**src/rtl/mem_port_arbiter_pkg.sv**
```systemverilog
// Shared definitions for the I/D memory port arbiter: response-owner encoding and default starvation limit.
package mem_port_arbiter_pkg;

  localparam int STARVE_MAX_DEF = 4;

  typedef enum logic [1:0] {
    OWN_NONE   = 2'd0,
    OWN_IFETCH = 2'd1,
    OWN_DLOAD  = 2'd2
  } rsp_owner_e;

endpackage

```
**src/rtl/mem_port_arbiter_if.sv**
```systemverilog
// Core fetch/data ports plus the shared single-ported memory, bundled for the arbiter.
interface mem_port_arbiter_if #(
  parameter int AW = 32,
  parameter int DW = 32
);
  logic          i_req;
  logic [AW-1:0] i_addr;
  logic          i_gnt;
  logic          i_rvalid;
  logic [DW-1:0] i_rdata;

  logic          d_req;
  logic          d_we;
  logic [AW-1:0] d_addr;
  logic [DW-1:0] d_wdata;
  logic          d_gnt;
  logic          d_rvalid;
  logic [DW-1:0] d_rdata;

  logic          mem_en;
  logic          mem_we;
  logic [AW-1:0] mem_addr;
  logic [DW-1:0] mem_wdata;
  logic [DW-1:0] mem_rdata;

  // Core and memory model side.
  modport master (
    output i_req, i_addr, d_req, d_we, d_addr, d_wdata, mem_rdata,
    input  i_gnt, i_rvalid, i_rdata, d_gnt, d_rvalid, d_rdata,
    input  mem_en, mem_we, mem_addr, mem_wdata
  );

  // Arbiter side.
  modport slave (
    input  i_req, i_addr, d_req, d_we, d_addr, d_wdata, mem_rdata,
    output i_gnt, i_rvalid, i_rdata, d_gnt, d_rvalid, d_rdata,
    output mem_en, mem_we, mem_addr, mem_wdata
  );
endinterface

```
**src/rtl/mem_port_arbiter_arb_starve_ctr.sv**
```systemverilog
// Counts consecutive cycles a fetch request loses arbitration; force_o flips priority to fetch at the limit.
module arb_starve_ctr
  import mem_port_arbiter_pkg::*;
#(
  parameter int STARVE_MAX = STARVE_MAX_DEF
) (
  input  logic clk,
  input  logic reset,
  input  logic i_req_i,
  input  logic i_gnt_i,
  output logic force_o
);

  localparam int            CW      = $clog2(STARVE_MAX + 1);
  localparam logic [CW-1:0] CNT_MAX = CW'(STARVE_MAX);

  logic [CW-1:0] cnt_q, cnt_d;

  // Any cycle without a losing fetch request (granted or withdrawn) restarts the count.
  always_comb begin
    cnt_d = '0;
    if (i_req_i && !i_gnt_i) begin
      cnt_d = (cnt_q == CNT_MAX) ? cnt_q : cnt_q + CW'(1);
    end
  end

  always_ff @(posedge clk or negedge reset) begin
    if (!reset) begin
      cnt_q <= '0;
    end else begin
      cnt_q <= cnt_d;
    end
  end

  assign force_o = (cnt_q == CNT_MAX);

endmodule

```
**src/rtl/mem_port_arbiter.sv**
```systemverilog
// Grants one of fetch/data to the shared memory each cycle (data first, fetch forced after STARVE_MAX losses);
// read data returns tagged one cycle after its grant, no backpressure beyond withholding gnt.
module mem_port_arbiter
  import mem_port_arbiter_pkg::*;
#(
  parameter int AW         = 32,
  parameter int DW         = 32,
  parameter int STARVE_MAX = STARVE_MAX_DEF
) (
  input  logic                clk,
  input  logic                reset,
  mem_port_arbiter_if.slave   bus
);

  logic       force_i;
  logic       i_gnt;
  logic       d_gnt;
  rsp_owner_e owner_q, owner_d;

  // Gated by reset so every output is quiet while reset is held, even with requests pending.
  assign i_gnt = reset && bus.i_req && (!bus.d_req || force_i);
  assign d_gnt = reset && bus.d_req && !i_gnt;

  arb_starve_ctr #(
    .STARVE_MAX (STARVE_MAX)
  ) u_starve (
    .clk     (clk),
    .reset   (reset),
    .i_req_i (bus.i_req),
    .i_gnt_i (i_gnt),
    .force_o (force_i)
  );

  always_ff @(posedge clk or negedge reset) begin
    if (!reset) begin
      owner_q <= OWN_NONE;
    end else begin
      owner_q <= owner_d;
    end
  end

  always_comb begin
    owner_d = OWN_NONE;
    if (i_gnt) begin
      owner_d = OWN_IFETCH;
    end else if (d_gnt && !bus.d_we) begin
      owner_d = OWN_DLOAD;
    end
  end

  always_comb begin
    bus.i_gnt     = i_gnt;
    bus.d_gnt     = d_gnt;
    bus.mem_en    = i_gnt || d_gnt;
    bus.mem_we    = d_gnt && bus.d_we;
    bus.mem_addr  = '0;
    bus.mem_wdata = '0;
    if (d_gnt) begin
      bus.mem_addr  = bus.d_addr;
      bus.mem_wdata = bus.d_wdata;
    end else if (i_gnt) begin
      bus.mem_addr  = bus.i_addr;
    end
    bus.i_rvalid = (owner_q == OWN_IFETCH);
    bus.d_rvalid = (owner_q == OWN_DLOAD);
    bus.i_rdata  = bus.i_rvalid ? bus.mem_rdata : '0;
    bus.d_rdata  = bus.d_rvalid ? bus.mem_rdata : '0;
  end

endmodule

```
**src/flat_wrapper.sv**
```systemverilog
// flat-port wrapper written by rule: the top's interface ports become plain ports
module mem_port_arbiter_flat import mem_port_arbiter_pkg::*;
#(
  parameter int AW         = 32,
  parameter int DW         = 32,
  parameter int STARVE_MAX = STARVE_MAX_DEF
)
  (clk, reset, bus_i_req, bus_i_addr, bus_d_req, bus_d_we, bus_d_addr, bus_d_wdata, bus_mem_rdata, bus_i_gnt, bus_i_rvalid, bus_i_rdata, bus_d_gnt, bus_d_rvalid, bus_d_rdata, bus_mem_en, bus_mem_we, bus_mem_addr, bus_mem_wdata);
  mem_port_arbiter_if #(.AW(AW), .DW(DW)) bus_i ();
  input  logic clk;
  input  logic reset;
  input wire logic [$bits(bus_i.i_req)-1:0] bus_i_req;
  input wire logic [$bits(bus_i.i_addr)-1:0] bus_i_addr;
  input wire logic [$bits(bus_i.d_req)-1:0] bus_d_req;
  input wire logic [$bits(bus_i.d_we)-1:0] bus_d_we;
  input wire logic [$bits(bus_i.d_addr)-1:0] bus_d_addr;
  input wire logic [$bits(bus_i.d_wdata)-1:0] bus_d_wdata;
  input wire logic [$bits(bus_i.mem_rdata)-1:0] bus_mem_rdata;
  output wire logic [$bits(bus_i.i_gnt)-1:0] bus_i_gnt;
  output wire logic [$bits(bus_i.i_rvalid)-1:0] bus_i_rvalid;
  output wire logic [$bits(bus_i.i_rdata)-1:0] bus_i_rdata;
  output wire logic [$bits(bus_i.d_gnt)-1:0] bus_d_gnt;
  output wire logic [$bits(bus_i.d_rvalid)-1:0] bus_d_rvalid;
  output wire logic [$bits(bus_i.d_rdata)-1:0] bus_d_rdata;
  output wire logic [$bits(bus_i.mem_en)-1:0] bus_mem_en;
  output wire logic [$bits(bus_i.mem_we)-1:0] bus_mem_we;
  output wire logic [$bits(bus_i.mem_addr)-1:0] bus_mem_addr;
  output wire logic [$bits(bus_i.mem_wdata)-1:0] bus_mem_wdata;
  assign bus_i.i_req = bus_i_req;
  assign bus_i.i_addr = bus_i_addr;
  assign bus_i.d_req = bus_d_req;
  assign bus_i.d_we = bus_d_we;
  assign bus_i.d_addr = bus_d_addr;
  assign bus_i.d_wdata = bus_d_wdata;
  assign bus_i.mem_rdata = bus_mem_rdata;
  assign bus_i_gnt = bus_i.i_gnt;
  assign bus_i_rvalid = bus_i.i_rvalid;
  assign bus_i_rdata = bus_i.i_rdata;
  assign bus_d_gnt = bus_i.d_gnt;
  assign bus_d_rvalid = bus_i.d_rvalid;
  assign bus_d_rdata = bus_i.d_rdata;
  assign bus_mem_en = bus_i.mem_en;
  assign bus_mem_we = bus_i.mem_we;
  assign bus_mem_addr = bus_i.mem_addr;
  assign bus_mem_wdata = bus_i.mem_wdata;
  mem_port_arbiter #(.AW(AW), .DW(DW), .STARVE_MAX(STARVE_MAX)) u_core (.clk(clk), .reset(reset), .bus(bus_i));
endmodule
```
**config.mk**
```make
export PLATFORM = sky130hd
export DESIGN_NAME = mem_port_arbiter_flat
export DESIGN_NICKNAME = d
export VERILOG_FILES = /design/src/rtl/mem_port_arbiter_pkg.sv /design/src/rtl/mem_port_arbiter_if.sv /design/src/rtl/mem_port_arbiter_arb_starve_ctr.sv /design/src/rtl/mem_port_arbiter.sv /design/src/flat_wrapper.sv
export SDC_FILE = /design/constraint.sdc
export NUM_CORES = 1
export LEC_CHECK = 0
export BUFFER_PORTS_ARGS = -buffer_cell sky130_fd_sc_hd__buf_2
export CAP_MARGIN = 15
export CORE_AREA = 2 2 103 105
export CTS_CLUSTER_SIZE = 10
export DETAILED_ROUTE_END_ITERATION = 12
export DIE_AREA = 0 0 105 107
export PLACE_DENSITY = 0.62
export SETUP_SLACK_MARGIN = 0.3
export SLEW_MARGIN = 10
export SYNTH_ARGS = -nofsm -noshare
export SYNTH_HDL_FRONTEND = slang
export SYNTH_HIERARCHICAL = 1
export SYNTH_SLANG_ARGS = --single-unit
```
**constraint.sdc**
```tcl
create_clock -name clk -period 4.8 [get_ports clk]
set_input_delay 0.24 -clock clk [delete_from_list [all_inputs] [get_ports clk]]
set_output_delay 0.24 -clock clk [all_outputs]
set_load 0.02 [all_outputs]
```
**After elaboration in Yosys (flattened, before gate mapping)**

Cells that the tools add are included.

- Add/subtract/negate cells: 1
- Reductions and logical operators: 12
- Mux-type cells: 9
- Equality and inequality tests: 4

Operators by type and width:

| cell | count |
|---|---|
| $mux W32 | 5 |
| $logic_and A1 B1 Y1 | 7 |
| $mux W3 | 2 |
| $mux W2 | 2 |
| $add A3 B1 Y3 const B | 1 |
| $eq A3 B3 Y1 const B | 1 |
| $logic_not A1 Y1 | 3 |
| $eq A2 B1 Y1 const B | 1 |
| $eq A2 B2 Y1 const B | 1 |
| $logic_or A1 B1 Y1 | 2 |
| $ne A2 B2 Y1 const B | 1 |

- Word-level logic and storage cells: 28
- Flip-flop bits (word level): 5

**Depth between registers and ports, before layout**

Gate-level depths: netlist of run 1.

- Depth after elaboration: 8
- Depth in mapped cells: 9
- Depth with buffers taken out: 7

**Hierarchy**

Netlist of run 1, hierarchy kept.

Modules (own cells, without submodules):

| module | times used | area each (um2) | sequential area each (um2) | cells an instance |
|---|---|---|---|---|
| mem_port_arbiter | 1 | 1,853.0 | 50.0 | 237 |
| arb_starve_ctr | 1 | 182.7 | 75.1 | 18 |

**Least setup slack after synthesis of run 1**

Ideal clock, no wire load.

- Kind: flip-flop to output port
- Start point: reg u_core.u_starve.cnt_q[0]
- End point: out bus_mem_wdata[0]
- Cell stages (with the launch flop): 7
- Arrival time: 1.701 ns
- Buffers on the path: 1
- Setup slack: 2.859 ns
- Path through: dfrtp_1 > inv_1 > ha_1 > and2_2 > and2_1 > buf_2 > nor3b_1

- Cells in the longest elaborated chain, start to end: 6

Ends and longest elaborated chain:

| what | line | text |
|---|---|---|
| from (decl) | mem_port_arbiter_arb_starve_ctr.sv:17 | `logic [CW-1:0] cnt_q, cnt_d;` |
| from (signal assigned) | mem_port_arbiter_arb_starve_ctr.sv:31 | `cnt_q <= cnt_d;` |
| $eq A3 B3 Y1 | mem_port_arbiter_arb_starve_ctr.sv:35 | `assign force_o = (cnt_q == CNT_MAX);` |
| net u_core.force_i | mem_port_arbiter.sv:15 | `logic force_i;` |
| $logic_or A1 B1 Y1 | mem_port_arbiter.sv:21 | `assign i_gnt = reset && bus.i_req && (!bus.d_req \|\| force_i);` |
| $logic_and A1 B1 Y1 | mem_port_arbiter.sv:21 |  |
| $logic_not A1 Y1 | mem_port_arbiter.sv:22 | `assign d_gnt = reset && bus.d_req && !i_gnt;` |
| $logic_and A1 B1 Y1 | mem_port_arbiter.sv:22 |  |
| $mux W32 | mem_port_arbiter.sv:58 | `if (d_gnt) begin` |
| to (decl) | flat_wrapper.sv:28 | `output wire logic [$bits(bus_i.mem_wdata)-1:0] bus_mem_wdata;` |

The timed path passes the listed nets, and every way through them passes these cells.

**Final worst setup path of run 1**

- Start point: reg u_core.u_starve.cnt_q[0]
- End point: out bus_i_gnt

- Cells in the longest elaborated chain, start to end: 3

Ends and longest elaborated chain:

| what | line | text |
|---|---|---|
| $eq A3 B3 Y1 | mem_port_arbiter_arb_starve_ctr.sv:35 |  |
| net u_core.force_i | mem_port_arbiter.sv:15 |  |
| $logic_or A1 B1 Y1 | mem_port_arbiter.sv:21 |  |
| $logic_and A1 B1 Y1 | mem_port_arbiter.sv:21 |  |
| to (decl) | flat_wrapper.sv:19 | `output wire logic [$bits(bus_i.i_gnt)-1:0] bus_i_gnt;` |

The timed path passes the listed nets, and every way through them passes these cells.

==> results.ini, run 1 <==
[status]
status = finished clean

[logic_synthesis]
ys_warn_count = 6
synth_top_family_by_area = simple AND/OR/NAND/NOR gates
synth_compound_area_share_pct = 27.1
synth_simple_gate_area_share_pct = 55.3
muxShareOfSynthArea_pct = 0
synth-seq-cells = 5
synth_area_um2 = 2040
syn_avg_cell_area_um2 = 7.98
synthCells = 255
synth-xor-area-share_pct = 0
synth_fa_ha_area_share_pct = 1.23
synth.distinct_cells = 25
syn_nets = 390
synth-seq-area-share_pct = 6.15

[power]
leakagePower_uw = 0.00195
vdd_drop_max_v = 0.0000620
total_power_uw = 412
power.density_nw_per_um2 = 120

[routing]
drc = 0
wl_per_cell_um = 12.8
routed_via_density = 4.29
drt-initial-drc-count = 192
first_pass_iters = 4
ant_nets = 0
vias = 2722
routed_wl_um = 8150

[worst_setup_path]
path_max_fanout = 33
slowest_stage = nor2b_4
endpoint_kind = output port
max_stage_delay_ps = 830
start_kind = flip-flop
cp_num_buf_inv = 2
cp_cell_sequence = inv_1, ha_1, and2_2, nor2b_4, nor2_1, buf_2
arrival_ps = 2410
worstPathRequired_ps = 4560
path_delay_family = simple AND/OR/NAND/NOR gates
critPathKind = reg -> out

[clocking]
cts_buffer_depth = 2
post_cts_resized = 0
cts_buffers = 3
cts_max_level = 1
cts_tree = yes
ctsHoldBuffers = 0
cts.sinks = 5
clk_pin_slew_ps = 30
clock_latency_ps = 220
cts-root-buf = clkbuf_8
postCtsSetupRepairBufs = 0

[global_routing]
grt_overflow = 0
grt_pass1_vias = 2486
grt_max_degree = 73
grt.total_usage_pct = 13.5
antenna_found_initial = 2
grt_pass1_wl_um = 12500

[job]
maxCapViolCount = 0

[die]
core.rowCount = 37
initial_utilization_pct = 20.2
die_y_um = 107
core_um2 = 10100
pin_count = 267
die_area_um2 = 11200
die_w_um = 105

[sta]
fin_setup_tns_ps = 0
post-route-period-util_pct = 55.3
fin_skew_ps = 0.419
fin_hold_ws_ps = 211
period_needed_ps = 2650
drv_slew = 0
max_slew.worst_pin.slew_ps = 1070
rsz0062_at_grt = false
setup_viol = 0
slew_headroom_pct = 28.4
hold_violations = 0
max_freq_ghz = 0.377

[final_layout]
final_util_pct = 34.1
nets = 634
drive_gt1_share_pct = 68.1
fin_area_um2 = 3440
fill_cells = 1112
area_growth_pct = 69.1

[placement]
place.port_buffers = 266
place_area_um2 = 3370
gp_congestion = 0.756
hpwl_um = 6980

[hold_path]
hold_path.class = in -> reg

where the power goes:
part / internal, µW / leakage (µW) / switching (µW)
clock network: 57.0 / 0.0000228 / 20.4
logic: 122 / 0.00186 / 165
registers: 45.5 / 0.0000667 / 2.72
total: 224 / 0.00195 / 188
per-layer routing:
| metal | vias up | share of wire [%] | global-route usage [%] |
|---|---|---|---|
| met5 | - | 0.16 | 0 |
| li1 | 1363 | - | - |
| met4 | 2 | 0.88 | 3.43 |
| met1 | 1195 | 40 | 15.7 |
| met3 | 6 | 8.2 | 2.37 |
| met2 | 156 | 51 | 25.2 |
cell families (layout without fill, tap and decap cells):
group	count (synthesis)	count (layout)
other	0	1
AOI/OAI and AO/OA	38	38
and+or+nand+nor	177	177
buffers and inverters	33	276
DFF	5	5
adders and majority gates	2	2
synthesized netlist by cell type:
library cell,instances,area share [%]
a21bo_2,2,0.98
a21o_2,1,0.43
a21oi_1,2,0.49
and2_1,65,20
and2_2,1,0.37
and2b_1,1,0.37
and3b_1,1,0.43
buf_2,13,3.2
buf_4,4,1.5
buf_6,7,3.9
clkbuf_1,6,1.1
dfrtp_1,5,6.1
ha_1,2,1.2
inv_1,3,0.55
nand2_1,66,12
nand2b_1,1,0.31
nand3_1,2,0.49
nor2_1,3,0.55
nor2b_1,2,0.61
nor3_2,2,0.98
nor3b_1,5,1.8
nor3b_2,28,17
o21a_1,1,0.37
o32ai_1,2,0.86
o32ai_2,30,24
state kept, by name (all words and copies together), names as in the netlist:
signal / count
u_core/owner_q: 2
u_core/u_starve/cnt_q: 3
layout make-up:
class,count,area [µm²],area share (%)
Tap cell,136,170,4.94
Inverter,3,11.3,0.327
Multi-Input combinational cell,217,1710,49.8
Clock buffer,4,45.0,1.31
Timing Repair Buffer,269,1370,39.9
Sequential cell,5,125,3.64
Antenna cell,1,2.50,0.0727
metrics by stage:
stage / cells / setup slack, ps
6_report: 635 / 2150
4_1_cts: 633 / 1970
3_3_place_gp: 629 / 2110
3_5_place_dp: 629 / 1980
2_1_floorplan: 255 / 2860
5_1_grt: 634 / 1930
final timing paths:
path / startpoint / cells past startpoint / slack [ps] / endpoint
setup / recovery: u_core/u_starve/cnt_q[0] / 6 / 2150 / bus_i_gnt
hold / removal: bus_d_we / 2 / 210 / u_core/owner_q[1]
setup reg to reg: u_core/u_starve/cnt_q[0] / 7 / 2340 / u_core/u_starve/cnt_q[2]
hold reg to reg: u_core/u_starve/cnt_q[0] / 2 / 580 / u_core/u_starve/cnt_q[0]
max in group asynchronous: reset / 2 / 4210 / u_core/owner_q[0]
min in group asynchronous: reset / 2 / 450 / u_core/u_starve/cnt_q[0]
worst reg2reg max path, delay by kind of cell, from the launching register on:
kind                       cells  cell delay [ps]
and+or+nand+nor                5             1680
DFF                            1              380
adders and majority gates      1              260
buffers and inverters          1               60
cells in the final DEF, fill, tap and decap left out, drive strengths merged:
cell type    n
a21bo        2
a21o         1
a21oi        2
and2        66
and2b        1
and3b        1
buf        269
clkbuf       4
dfrtp        5
diode        1
ha           2
inv          3
nand2       66
nand2b       1
nand3        2
nor2         3
nor2b        2
nor3         2
nor3b       33
o21a         1
o32ai       32
No activity file was read; power rests on OpenSTA's default activity.
==> run 2, diff against run 1 <==
--- a/config.mk
+++ b/config.mk
@@ -7,11 +7,11 @@
 export LEC_CHECK = 0
 export BUFFER_PORTS_ARGS = -buffer_cell sky130_fd_sc_hd__buf_2
 export CAP_MARGIN = 15
-export CORE_AREA = 2 2 103 105
+export CORE_AREA = 2 2 104 106
 export CTS_CLUSTER_SIZE = 10
 export DETAILED_ROUTE_END_ITERATION = 12
-export DIE_AREA = 0 0 105 107
-export PLACE_DENSITY = 0.62
+export DIE_AREA = 0 0 106 108
+export PLACE_DENSITY = 0.63
 export SETUP_SLACK_MARGIN = 0.3
 export SLEW_MARGIN = 10
 export SYNTH_ARGS = -nofsm -noshare
==> constraint.sdc (replaced) <==
create_clock -name clk -period 2.4 [get_ports clk]
set_input_delay 0.12 -clock clk [delete_from_list [all_inputs] [get_ports clk]]
set_output_delay 0.12 -clock clk [all_outputs]
set_load 0.02 [all_outputs]
==> run 2 against run 1 <==
Effect of this change:
- flip-flop and latch count is the same
- critical path depth grew 1
- setup slack lost 1800 ps
- cell count grew 0.94%
- first-iteration DRC count shrank 43%
- sequential share of layout area shrank 0.066 points
- combinational power grew 110%
- routed wire length grew 8.3%
- highest routed layer unchanged
- largest power group unchanged
- non-clock buffer count grew 4
- core utilization grew 0.16 points
- critical endpoint is now bus_mem_addr[29]
- via count grew 1.8%
- global-route usage shrank 0.11 points
==> results.ini, run 2 (synthesis results as in run 1) <==
[sta]
setup_viol = 0  ; unchanged
hold_violations = 0  ; unchanged
period_needed_ps = 2000
drv_slew = 0  ; unchanged
setup_ws_ps = 396  ; was 2150 ps
max_slew.worst_pin.slew_ps = 954  ; was 1070 ps
post-route-period-util_pct = 83.5
rsz0062_at_grt = true  ; was false
fin_skew_ps = 1.52  ; was 0.419 ps
max_freq_ghz = 0.499
fin_setup_tns_ps = 0  ; unchanged
slew_headroom_pct = 36.1  ; was 28.4%

[routing]
first_pass_iters = 4  ; unchanged
routed_via_density = 4.32  ; was 4.29
vias = 2770  ; was 2722
routed_wl_um = 8830  ; was 8150 µm
wl_per_cell_um = 13.8  ; was 12.8 µm
ant_nets = 0  ; unchanged
drt-initial-drc-count = 109  ; was 192
drc = 0  ; unchanged

[final_layout]
fill_cells = 1076  ; was 1112
nets = 640  ; was 634
drive_gt1_share_pct = 68.8  ; was 68.1%
final_common_cell = buf_2  ; unchanged
fin_area_um2 = 3510  ; was 3440 µm²
mostFrequentLayoutCells = 266 x buf_2, 65 x nand2_1, 64 x and2_1  ; unchanged
largest_register_ffs = 3  ; unchanged
reg_top3 = u_core/u_starve/cnt_q: 3 flops, u_core/owner_q: 2 flops  ; unchanged
area_growth_pct = 72.2  ; was 69.1%
largest-register = u_core/u_starve/cnt_q  ; unchanged

[clocking]
clk_pin_slew_ps = 30  ; about the same
ctsHoldBuffers = 0  ; unchanged
postCtsSetupRepairBufs = 0  ; unchanged
cts_tree = yes  ; unchanged
clock_latency_ps = 220  ; about the same
cts_buffers = 3  ; unchanged
cts_buffer_depth = 2  ; unchanged
cts.sinks = 5  ; unchanged
cts_max_level = 1  ; unchanged
cts-root-buf = clkbuf_8  ; unchanged

[die]
core_um2 = 10200  ; was 10100 µm²
die_w_um = 106  ; was 105 µm
die_y_um = 108  ; was 107 µm
core.rowCount = 37  ; unchanged
die_area_um2 = 11400  ; was 11200 µm²
pin_count = 267  ; unchanged
initial_utilization_pct = 19.9  ; was 20.2%

[hold_path]
min_from = bus_d_we  ; unchanged
hold_path.class = in -> reg  ; unchanged

[worst_setup_path]
critPathKind = reg -> out  ; unchanged
r2r_start = u_core/u_starve/cnt_q[0]  ; unchanged
arrival_ps = 1880  ; was 2410 ps
start_kind = flip-flop  ; unchanged
path_max_fanout = 12  ; was 33
endpoint_kind = output port  ; unchanged
startpoint = u_core/u_starve/cnt_q[0]  ; unchanged
rrSetupSlack_ps = 550  ; was 2340 ps
worstPathRequired_ps = 2280  ; was 4560 ps

[global_routing]
antenna_found_initial = 3  ; was 2
grt_pass1_wl_um = 12500  ; about the same
grt_overflow = 0  ; unchanged
grt.total_usage_pct = 13.3  ; was 13.5%
grt_max_degree = 36  ; was 73
grt_pass1_vias = 2488  ; was 2486

[placement]
place.port_buffers = 266  ; unchanged
place_area_um2 = 3420  ; was 3370 µm²
post-place-ws_ps = 195  ; was 1980 ps
gp_congestion = 0.858  ; was 0.756
hpwl_um = 7410  ; was 6980 µm

[job]
maxCapViolCount = 0  ; unchanged

[status]
status = finished clean  ; unchanged

[power]
power.density_nw_per_um2 = 240  ; was 120 nW/µm²
leakagePower_uw = 0.00198  ; was 0.00195 µW
vdd_drop_max_v = 0.000120  ; was 0.0000620 V
total_power_uw = 842  ; was 412 µW

==> run 2: cell count changes in the layout (fill, tap and decap cells not counted), sizes merged <==
cell	change
buf	+4
and2	+1
a21bo	+1
==> run 2: routing by layer <==
| metal | vias to the layer above | global-route usage (%) | part of all wire (%) |
|---|---|---|---|
| met5 | - | 0 | 0.15 |
| met4 | 2 | 3.67 | 1.4 |
| met3 | 10 | 1.81 | 7.5 |
| met2 | 155 | 27.0 | 55 |
| met1 | 1229 | 14.4 | 35 |
| li1 | 1374 | - | - |
==> run 2: metrics by stage <==
stage	std cells	hold slack (ps)	util, %
4_1_cts	638	74.2	33.9
3_3_place_gp	634	299	33.4
6_report	641	81.4	34.3
2_1_floorplan	255	-176	-
5_1_grt	641	81.5	34.3
3_5_place_dp	634	308	33.4
==> run 2: what timing repair did <==
item | CTS | global route
resized for setup | 2 | 5
cloned | 0 | 2
endpoints found under the setup margin | 66 | 67
==> run 2: cell type report <==
type	count	area [µm²]	area share, %
flip-flops and latches	5	125	3.57
repair buffers	273	1400	39.8
multi-input cells	219	1760	50.1
inverters	3	11.3	0.321
diodes	1	2.50	0.0714
clock buffers	4	45.0	1.28
well taps	136	170	4.85
==> run 2: power by group <==
group	total, µW	internal (µW)	switching (µW)
clock network	154	114	40.5
registers	96.7	91.0	5.72
logic	591	252	338
==> run 2: critical path: stages (launching register included) <==
cell	delay, ps
dfrtp_1	400
inv_1	80
ha_2	220
and2_4	220
nor2b_4	60
buf_4	190
o32ai_2	270
buf_2	210
==> run 2: final timing paths <==
kind / endpoint / cells after the start
setup / recovery: bus_mem_addr[29] / 7
hold / removal: u_core/owner_q[1] / 2
setup reg to reg: u_core/u_starve/cnt_q[2] / 8
hold reg to reg: u_core/u_starve/cnt_q[1] / 2
max in group asynchronous: u_core/owner_q[1] / 2
min in group asynchronous: u_core/u_starve/cnt_q[0] / 2
==> run 3, diff against run 2 <==
==> constraint.sdc (replaced) <==
create_clock -name clk -period 1.83 [get_ports clk]
set_input_delay 0.0915 -clock clk [delete_from_list [all_inputs] [get_ports clk]]
set_output_delay 0.0915 -clock clk [all_outputs]
set_load 0.02 [all_outputs]
==> run 3 against run 2 <==
Effect of this change:
- routed wire length is 10% higher
- setup slack got worse by 370 ps
- total power grew 80%
- first-iteration DRC count down 3.7%
- count of clock-buffer cells in the layout stayed put
- combinational power is 100% higher
- non-clock buffer count is 19 higher
- via count is 3.6% higher
- cell area rose by 39%
- flip-flop and latch count unchanged
- critical path depth increased by 1
==> results.ini, run 3 (synthesis results as in run 1) <==
[sta]
max_freq_ghz = 0.555
setup_ws_ps = 28.4  ; was 396 ps
fin_skew_ps = 0.472  ; was 1.52 ps
post-route-period-util_pct = 98.4
fin_setup_tns_ps = 0  ; unchanged
setup_viol = 0  ; unchanged
slew_headroom_pct = 39.1  ; was 36.1%
drv_slew = 0  ; unchanged
max_slew.worst_pin.slew_ps = 914  ; was 954 ps
rsz0062_at_grt = true  ; unchanged
period_needed_ps = 1800
hold_violations = 0  ; unchanged
fin_hold_ws_ps = 51.3  ; was 81.4 ps

[routing]
first_pass_iters = 4  ; unchanged
routed_wl_um = 9740  ; was 8830 µm
wl_per_cell_um = 14.8  ; was 13.8 µm
drt-initial-drc-count = 105  ; was 109
routed_via_density = 4.37  ; was 4.32
dr_wl_met2_um = 5430  ; was 4890 µm
met3WireLength_um = 739  ; was 663 µm
topRoutingLayerUsed = met4  ; was met5
drc = 0  ; unchanged
ant_nets = 0  ; unchanged
vias = 2871  ; was 2770
wirelength_met1_um = 3420  ; was 3130 µm

[clocking]
cts_buffers = 3  ; unchanged
clock_latency_ps = 220  ; about the same
clk_pin_slew_ps = 40  ; was 30 ps
cts_tree = yes  ; unchanged
cts_buffer_depth = 2  ; unchanged
cts-root-buf = clkbuf_8  ; unchanged
cts.sinks = 5  ; unchanged
cts_max_level = 1  ; unchanged

[final_layout]
mostFrequentLayoutCells = 199 x buf_2, 65 x buf_6, 65 x nand2_1  ; was 266 x buf_2, 65 x nand2_1, 64 x and2_1
area_growth_pct = 139  ; was 72.2%
largest_register_ffs = 3  ; unchanged
fill_cells = 952  ; was 1076
nets = 657  ; was 640
drive_gt1_share_pct = 72.4  ; was 68.8%
largest-register = u_core/u_starve/cnt_q  ; unchanged
final_util_pct = 47.5  ; was 34.3%
seqCellArea_um2 = 125  ; unchanged
multiInputGateArea_um2 = 2350  ; was 1760 µm²
n_antenna_cell = 0  ; was 1
final_common_cell = buf_2  ; unchanged
reg_top3 = u_core/u_starve/cnt_q: 3 flops, u_core/owner_q: 2 flops  ; unchanged

[worst_setup_path]
arrival_ps = 1710  ; was 1880 ps
path_max_fanout = 6  ; was 12
start_kind = flip-flop  ; unchanged
endpoint_kind = output port  ; unchanged
slowest_stage = dfrtp_1  ; unchanged
critPathKind = reg -> out  ; unchanged
max_stage_delay_ps = 380  ; was 400 ps
worstPathRequired_ps = 1740  ; was 2280 ps
cp_cell_sequence = inv_2, ha_4, and2_4, nor2b_4, buf_12, buf_16, o32ai_4, buf_6  ; was inv_1, ha_2, and2_4, nor2b_4, buf_4, o32ai_2, buf_2

[die]
core_um2 = 10200  ; unchanged
initial_utilization_pct = 19.9  ; unchanged
die_w_um = 106  ; unchanged
core.rowCount = 37  ; unchanged
pin_count = 267  ; unchanged
die_y_um = 108  ; unchanged
die_area_um2 = 11400  ; unchanged

[global_routing]
grt_pass1_wl_um = 13600  ; was 12500 µm
grt_overflow = 0  ; unchanged
antenna_found_initial = 0  ; was 3
grt_max_degree = 36  ; unchanged
grt_pass1_vias = 2710  ; was 2488
grt.total_usage_pct = 14.8  ; was 13.3%

[power]
vdd_drop_max_v = 0.000211  ; was 0.000120 V
total_power_uw = 1510  ; was 842 µW
power.density_nw_per_um2 = 312  ; was 240 nW/µm²
leakagePower_uw = 0.00227  ; was 0.00198 µW

[placement]
gp_congestion = 0.780  ; was 0.858
hpwl_um = 7100  ; was 7410 µm
place.port_buffers = 266  ; unchanged
post-place-ws_ps = 170  ; was 195 ps

[job]
maxCapViolCount = 0  ; unchanged

[status]
status = finished clean  ; unchanged

[hold_path]
hold_path.class = in -> reg  ; unchanged

-- run 3: cell count changes in the layout (fill, tap and decap cells not counted), moves of 5 or more --
cell | previous run | this run
buf_12 | 1 | 6
buf_16 | 0 | 6
buf_2 | 266 | 199
buf_4 | 6 | 14
buf_6 | 0 | 65
nor3b_2 | 29 | 5
nor3b_4 | 0 | 28
o32ai_2 | 30 | 0
o32ai_4 | 0 | 32
-- run 3: per-layer routing --
layer	global-route usage, %	vias to the layer above
li1	-	1413
met1	15.7	1283
met2	30.3	165
met3	2.83	10
met4	3.01	0
met5	0	-
-- run 3: critical path: cells and delay by family, from the launching register on --
family                     cells  cell delay, ps
and+or+nand+nor                2             220
AOI/OAI and AO/OA              1             240
adders and majority gates      1             130
DFF                            1             380
buffers and inverters          4             510
-- run 3: per-stage QoR --
| stage | area (µm²) | std cells |
|---|---|---|
| 3_3_place_gp | 4020 | 639 |
| 6_report | 4860 | 657 |
| 3_5_place_dp | 4020 | 639 |
| 4_1_cts | 4740 | 655 |
| 5_1_grt | 4860 | 657 |
| 2_1_floorplan | 2590 | 255 |
-- run 3: final timing paths --
check                      depth (start not counted)  slack, ps                       end                     start
min                                                2         50         u_core/owner_q[1]                  bus_d_we
min reg2reg                                        3        660  u_core/u_starve/cnt_q[0]  u_core/u_starve/cnt_q[0]
max reg2reg                                        9        220  u_core/u_starve/cnt_q[2]  u_core/u_starve/cnt_q[0]
min in group asynchronous                          3        720  u_core/u_starve/cnt_q[2]                     reset
max in group asynchronous                          3        900  u_core/u_starve/cnt_q[1]                     reset
max                                                8         30          bus_mem_addr[12]  u_core/u_starve/cnt_q[0]
-- run 3: where the power goes --
group	switching [µW]	total [µW]	internal [µW]	leakage, µW
combinational	592	1180	592	0.00218
sequential	6.05	125	119	0.0000667
clock	55.3	205	150	0.0000228
-- run 3: repair_timing --
item / 4_1_cts / 5_1_grt
resized for setup: 140 / 14
endpoints found under the hold margin: 5 / 0
setup buffers: 5 / 2
setup endpoints to repair: 70 / 72
cloned: 6 / 0
pin swaps: 34 / 3
hold buffers: 1 / 0
-- run 3: final cells by class --
class	count	share of cell area [%]
Clock buffer	4	0.927
Sequential cell	5	2.58
Timing Repair Buffer	292	44.5
Multi-Input combinational cell	217	48.3
Inverter	3	0.232
Tap cell	136	3.50
